<file path="src/rtl/f_bus_master.sv">
// f_bus_master: file-register bus initiator running one read-compute-writeback operation per request.
module f_bus_master #(
  parameter int ADRS_W = 5,
  parameter int DATA_W = 8
) (
  input  logic              clk,
  input  logic              rst,
  input  logic              op_valid,
  output logic              op_ready,
  input  logic [3:0]        op_code,
  input  logic              op_d,
  input  logic [ADRS_W-1:0] op_f,
  input  logic [DATA_W-1:0] w_in,
  input  logic              c_in,
  input  logic [ADRS_W-1:0] fsr_in,
  output logic [ADRS_W-1:0] f_adrs,
  output logic              f_wr,
  output logic [DATA_W-1:0] f_in_data,
  input  logic [DATA_W-1:0] f_out_data,
  output logic              w_wr,
  output logic [DATA_W-1:0] w_out,
  output logic              C_new,
  output logic              DC_new,
  output logic              Z_new,
  output logic              C_en,
  output logic              DC_en,
  output logic              Z_en,
  output logic              skip,
  output logic              done
);
  typedef enum logic [1:0] {IDLE, RD, WB} state_t;
  state_t state, nxt;
  logic [3:0] code_q;
  logic d_q, c_q, c_h, dc_h, z_h;
  logic [DATA_W-1:0] w_q, opnd_q, b, r;
  logic [ADRS_W-1:0] eff_q;
  logic [DATA_W:0] sum;
  logic sub, wb, ce, dce, ze, c_v, dc_v;
  always_ff @(posedge clk) begin
    if (rst) begin
      state  <= IDLE;
      code_q <= '0;
      d_q    <= 1'b0;
      w_q    <= '0;
      c_q    <= 1'b0;
      eff_q  <= '0;
      opnd_q <= '0;
      c_h    <= 1'b0;
      dc_h   <= 1'b0;
      z_h    <= 1'b0;
    end else begin
      state <= nxt;
      if (state == IDLE && op_valid) begin
        code_q <= op_code;
        d_q    <= op_d;
        w_q    <= w_in;
        c_q    <= c_in;
        eff_q  <= (op_f == '0) ? fsr_in : op_f;
      end
      // INDF dereferenced through FSR=0 reads as zero
      if (state == RD) opnd_q <= (eff_q == '0) ? '0 : f_out_data;
      if (wb && ce) c_h <= c_v;
      if (wb && dce) dc_h <= dc_v;
      if (wb && ze) z_h <= (r == '0);
    end
  end
  always_comb begin
    nxt = state;
    nxt = (state == IDLE) ? (op_valid ? RD : IDLE) : (state == RD) ? WB : IDLE;
  end
  assign sub  = (code_q == 4'h2);
  assign b    = sub ? ~w_q : w_q;
  assign sum  = {1'b0, opnd_q} + {1'b0, b} + {{DATA_W{1'b0}}, sub};
  assign dc_v = ({1'b0, opnd_q[3:0]} + {1'b0, b[3:0]} + {4'b0, sub}) > 5'd15;
  assign c_v  = (code_q == 4'hC) ? opnd_q[0] : (code_q == 4'hD) ? opnd_q[DATA_W-1] : sum[DATA_W];
  always_comb begin
    r = '0;
    case (code_q)
      4'h0:              r = w_q;
      4'h1:              r = '0;
      4'h2, 4'h7:        r = sum[DATA_W-1:0];
      4'h3, 4'hB:        r = opnd_q - DATA_W'(1);
      4'h4:              r = opnd_q | w_q;
      4'h5:              r = opnd_q & w_q;
      4'h6:              r = opnd_q ^ w_q;
      4'h8:              r = opnd_q;
      4'h9:              r = ~opnd_q;
      4'hA, 4'hF:        r = opnd_q + DATA_W'(1);
      4'hC:              r = {c_q, opnd_q[DATA_W-1:1]};
      4'hD:              r = {opnd_q[DATA_W-2:0], c_q};
      default:           r = {opnd_q[DATA_W/2-1:0], opnd_q[DATA_W-1:DATA_W/2]};
    endcase
  end
  assign ze  = (code_q >= 4'h1) && (code_q <= 4'hA);
  assign ce  = (code_q == 4'h2) || (code_q == 4'h7) || (code_q == 4'hC) || (code_q == 4'hD);
  assign dce = (code_q == 4'h2) || (code_q == 4'h7);
  assign wb  = (state == WB) && !rst;
  assign op_ready  = (state == IDLE);
  assign f_adrs    = eff_q;
  assign done      = wb;
  assign f_wr      = wb && (code_q == 4'h0 || d_q) && (eff_q != '0);
  assign w_wr      = wb && (code_q != 4'h0) && !d_q;
  assign f_in_data = wb ? r : '0;
  assign w_out     = wb ? r : '0;
  assign C_en      = wb && ce;
  assign DC_en     = wb && dce;
  assign Z_en      = wb && ze;
  assign C_new     = C_en ? c_v : c_h;
  assign DC_new    = DC_en ? dc_v : dc_h;
  assign Z_new     = Z_en ? (r == '0) : z_h;
  assign skip      = wb && (code_q == 4'hB || code_q == 4'hF) && (r == '0);
endmodule

</file>
<file path="config.mk">
export PLATFORM = sky130hd
export DESIGN_NAME = f_bus_master
export DESIGN_NICKNAME = d
export VERILOG_FILES = /design/src/rtl/f_bus_master.sv
export SDC_FILE = /design/constraint.sdc
export NUM_CORES = 1
export LEC_CHECK = 0
export ABC_CLOCK_PERIOD_IN_PS = 4870
export CORE_ASPECT_RATIO = 1.25
export CORE_MARGIN = 3
export CORE_UTILIZATION = 40
export CTS_BUF_LIST = sky130_fd_sc_hd__clkbuf_2 sky130_fd_sc_hd__clkbuf_4 sky130_fd_sc_hd__clkbuf_8
export DETAILED_ROUTE_END_ITERATION = 8
export GPL_TIMING_DRIVEN = 0
export HOLD_SLACK_MARGIN = 0.15
export PLACE_DENSITY = 0.7
export RECOVER_POWER = 100
export SYNTH_ARGS = -nofsm -noshare
export SYNTH_HDL_FRONTEND = slang
export SYNTH_SLANG_ARGS = --single-unit
export TNS_END_PERCENT = 20
</file>
<file path="constraint.sdc">
create_clock -name clk -period 4.87 [get_ports clk]
set_input_delay 0.974 -clock clk [delete_from_list [all_inputs] [get_ports clk]]
set_output_delay 0.974 -clock clk [all_outputs]
set_load 0.02 [all_outputs]
</file>
==> flow_metrics.env <==
export IMPL_antenna_found_initial=0
export IMPL_drtAntennaViolNets=0
export IMPL_power_mw=0.897
export IMPL_syn_area_um2=3320
export IMPL_syn_mean_instance_area_um2=7.18
export IMPL_synth_main_ff_cell="dfxtp_1"
export IMPL_ys_ff_latch=32
export IMPL_fin_crit_ns=4.66
export IMPL_clockBufferDepth=2
export IMPL_grt_pass1_wl_um=20200
export IMPL_relSlewSlack_pct=53.8
export IMPL_cts_buffers=5
export IMPL_fillCellCount=821
export IMPL_drc_errors=0
export IMPL_max_freq_mhz=214
export IMPL_htree_num_levels=2
export IMPL_hold_viol_final=0
export IMPL_drt_iter0_markers=281
export IMPL_rows=36
export IMPL_grt_max_degree=11
export IMPL_avgRoutedWirePerCell_um=20.4
export IMPL_ys_seq_area_share_pct=19.3
export IMPL_crit_path_end_kind="output port"
export IMPL_syn2layout_area_growth_pct=30.3
export IMPL_crit_path_start_kind="register"
export IMPL_layout_common_cells="53 x nand2_1, 39 x nor2_1, 32 x clkdlybuf4s50_1, 32 x dlygate4sd3_1"
export IMPL_first_pass_iters=5
export IMPL_cts_sinks=32
export IMPL_max_slew_worst_pin_slew_ns=0.684
export IMPL_postSynth_asyncResetShare_pct=0
export IMPL_die_area_um2=9430
export IMPL_fp_coreArea_um2=7930
export IMPL_grt_usage_pct=27.8
export IMPL_via_count=3844
export IMPL_synthDistinctLibCells=67
export IMPL_synth_fp_nets=522
export IMPL_min_from="d_q$_SDFFE_PP0P_"
export IMPL_vias_per_cell=6.06
export IMPL_io_pins=67
export IMPL_regToRegEndpoint="z_h$_SDFF_PP0_"
export IMPL_timing_rr_start="opnd_q[2]$_SDFFE_PP0P_"
export IMPL_die_w_um=87.5
export IMPL_drive_gt1_share_pct=11.9
export IMPL_hold_class="reg2reg"
export IMPL_antenna_cells=0
export IMPL_syn_instance_count=462
export IMPL_grt_pass1_vias=3836
export IMPL_finalClockSkew_ns=0.00285
export IMPL_drt_wl_total_um=12900
export IMPL_cts_root_buffer="clkbuf_8"
export IMPL_tritoncts="done"
export IMPL_die_height_um=108
export IMPL_whs_ns=0.491
export IMPL_post_route_util_pct=54.5
export IMPL_leakage_nw=1.77
export IMPL_required_ns=3.90
export IMPL_portBuffers=66
export IMPL_irDropWorstVdd_uv=290
export IMPL_cap_viol_max_count=0
export IMPL_outcome="finished clean"
export IMPL_report_final_slew_viol_count=0
export IMPL_layout_commonest_cell="nand2_1"
export IMPL_crit_fanout=7
export IMPL_hold_depth=2
export IMPL_r2r_slack_ns=1.70
export IMPL_grt_overflow=0
export IMPL_finalSetupViolCount=0
export IMPL_holdPathEnd="d_q$_SDFFE_PP0P_"
export IMPL_reg2reg_depth=10
export IMPL_dp_hpwl_um=9880
export IMPL_fin_crit_sh_pct=95.8
export IMPL_clkLatencyLatePin_ns=0.28
export IMPL_ctsHoldBuffers=0
export IMPL_p_per_area_nw_per_um2=207
export IMPL_gp_congestion=0.979
export IMPL_start_util_pct=41.9
export IMPL_arrival_ns=3.69
export IMPL_clk_pin_slew_ns=0.07
export IMPL_synth_edf_count=0
export IMPL_nets=598
export IMPL_crit_type="reg2out"
export IMPL_ys_warn_count=0
==> per-stage QoR <==
step	setup TNS (ns)	instance area, µm²	setup slack (ns)	instances
2_1_floorplan	0	3320	0.608	462
6_report	0	4320	0.207	634
4_1_cts	-0.00829	4260	-0.00829	632
3_3_place_gp	-0.349	4100	-0.268	623
5_1_grt	-0.000933	4320	-0.000933	634
3_5_place_dp	-0.282	4100	-0.246	623
==> power by group <==
group | leakage (nW) | total, mW | switching, mW | internal [mW]
Clock | 0.0645 | 0.279 | 0.0987 | 0.180
Combinational | 1.45 | 0.324 | 0.192 | 0.132
Sequential | 0.262 | 0.294 | 0.0173 | 0.277
==> how the worst max path moves through the flow <==
| stage | startpoint | end | depth (start not counted) |
|---|---|---|---|
| after floorplan | code_q[0]$_SDFFE_PP0P_ | Z_new | 12 |
| after global placement | code_q[2]$_SDFFE_PP0P_ | skip | 14 |
| after detailed placement | code_q[2]$_SDFFE_PP0P_ | skip | 14 |
| after CTS | opnd_q[4]$_SDFFE_PP0P_ | skip | 11 |
| after global routing | code_q[0]$_SDFFE_PP0P_ | skip | 16 |
| final | code_q[2]$_SDFFE_PP0P_ | skip | 15 |
==> flip-flops by register name (all words and copies together) (netlist names) <==
name,cells
c_h,1
c_q,1
code_q,4
d_q,1
dc_h,1
f_adrs,5
opnd_q,8
state,2
w_q,8
z_h,1
==> layer usage <==
layer  track usage (%)  wire length, µm  vias up
met5                 0                0        -
met4              13.4              549        0
met3              4.98              855       40
met2              46.5             6290      205
met1              33.7             5220     1800
li1                  -                -     1799
==> worst max-delay path: stages, from the launching register on <==
cell	delay [ns]
dfxtp_1	0.30
buf_4	0.18
nor4b_2	0.21
buf_4	0.18
buf_4	0.11
xnor2_1	0.11
ha_1	0.30
a21o_1	0.22
a21oi_4	0.17
o21ai_1	0.13
mux2i_1	0.19
o32ai_2	0.30
o21ai_1	0.14
or4_1	0.51
nor3_2	0.19
buf_4	0.17
==> cell families (layout without fill, tap and decap cells) <==
| logic type | after synthesis | count (layout) | share of synthesized area [%] |
|---|---|---|---|
| buf+inv | 72 | 149 | 10.5 |
| simple gates | 177 | 177 | 26.9 |
| mux | 7 | 7 | 2.19 |
| xor+xnor | 17 | 17 | 4.49 |
| compound gates | 131 | 131 | 26.7 |
| flops | 32 | 32 | 19.3 |
| fa+ha+maj | 26 | 26 | 9.95 |
==> Yosys cell counts (all sizes together) (4+ instances only) <==
cell / number / area share, %
nand4: 6 / 1.1
a21o: 4 / 0.91
or4: 4 / 0.91
buf: 26 / 5.3
nand3: 9 / 1.4
a22oi: 11 / 2.5
nor4: 4 / 0.75
nor2: 40 / 4.5
a211oi: 9 / 2.3
o21ai: 32 / 4.8
nor3b: 4 / 0.91
a221o: 4 / 1.2
and2: 8 / 1.6
a21oi: 33 / 5.0
nor3: 14 / 2.3
or3: 4 / 0.75
dfxtp: 32 / 19
clkbuf: 21 / 2.4
ha: 24 / 9.0
nand3b: 4 / 0.91
nor2b: 11 / 2.1
inv: 25 / 2.8
mux2i: 5 / 1.5
nand2: 53 / 6.0
a31oi: 5 / 0.94
xnor2: 15 / 4.0
nand2b: 5 / 0.94
==> what timing repair did <==
action,in CTS,in global routing
resized for setup,13,17
gates cloned,0,0
endpoints found under the hold margin,0,0
pin swaps,2,4
setup buffers,1,2
endpoints found under the setup margin,2,4
==> cell type report <==
cell class / count / area, µm² / share of cell area (%)
Multi-Input combinational cell: 358 / 2400 / 55.5
Timing Repair Buffer: 69 / 679 / 15.7
Sequential cell: 32 / 642 / 14.8
Buffer: 47 / 264 / 6.11
Tap cell: 95 / 119 / 2.75
Clock buffer: 7 / 96.3 / 2.23
Inverter: 25 / 93.8 / 2.17
Clock inverter: 1 / 30.0 / 0.695
Power figures use the tool's default switching activity.
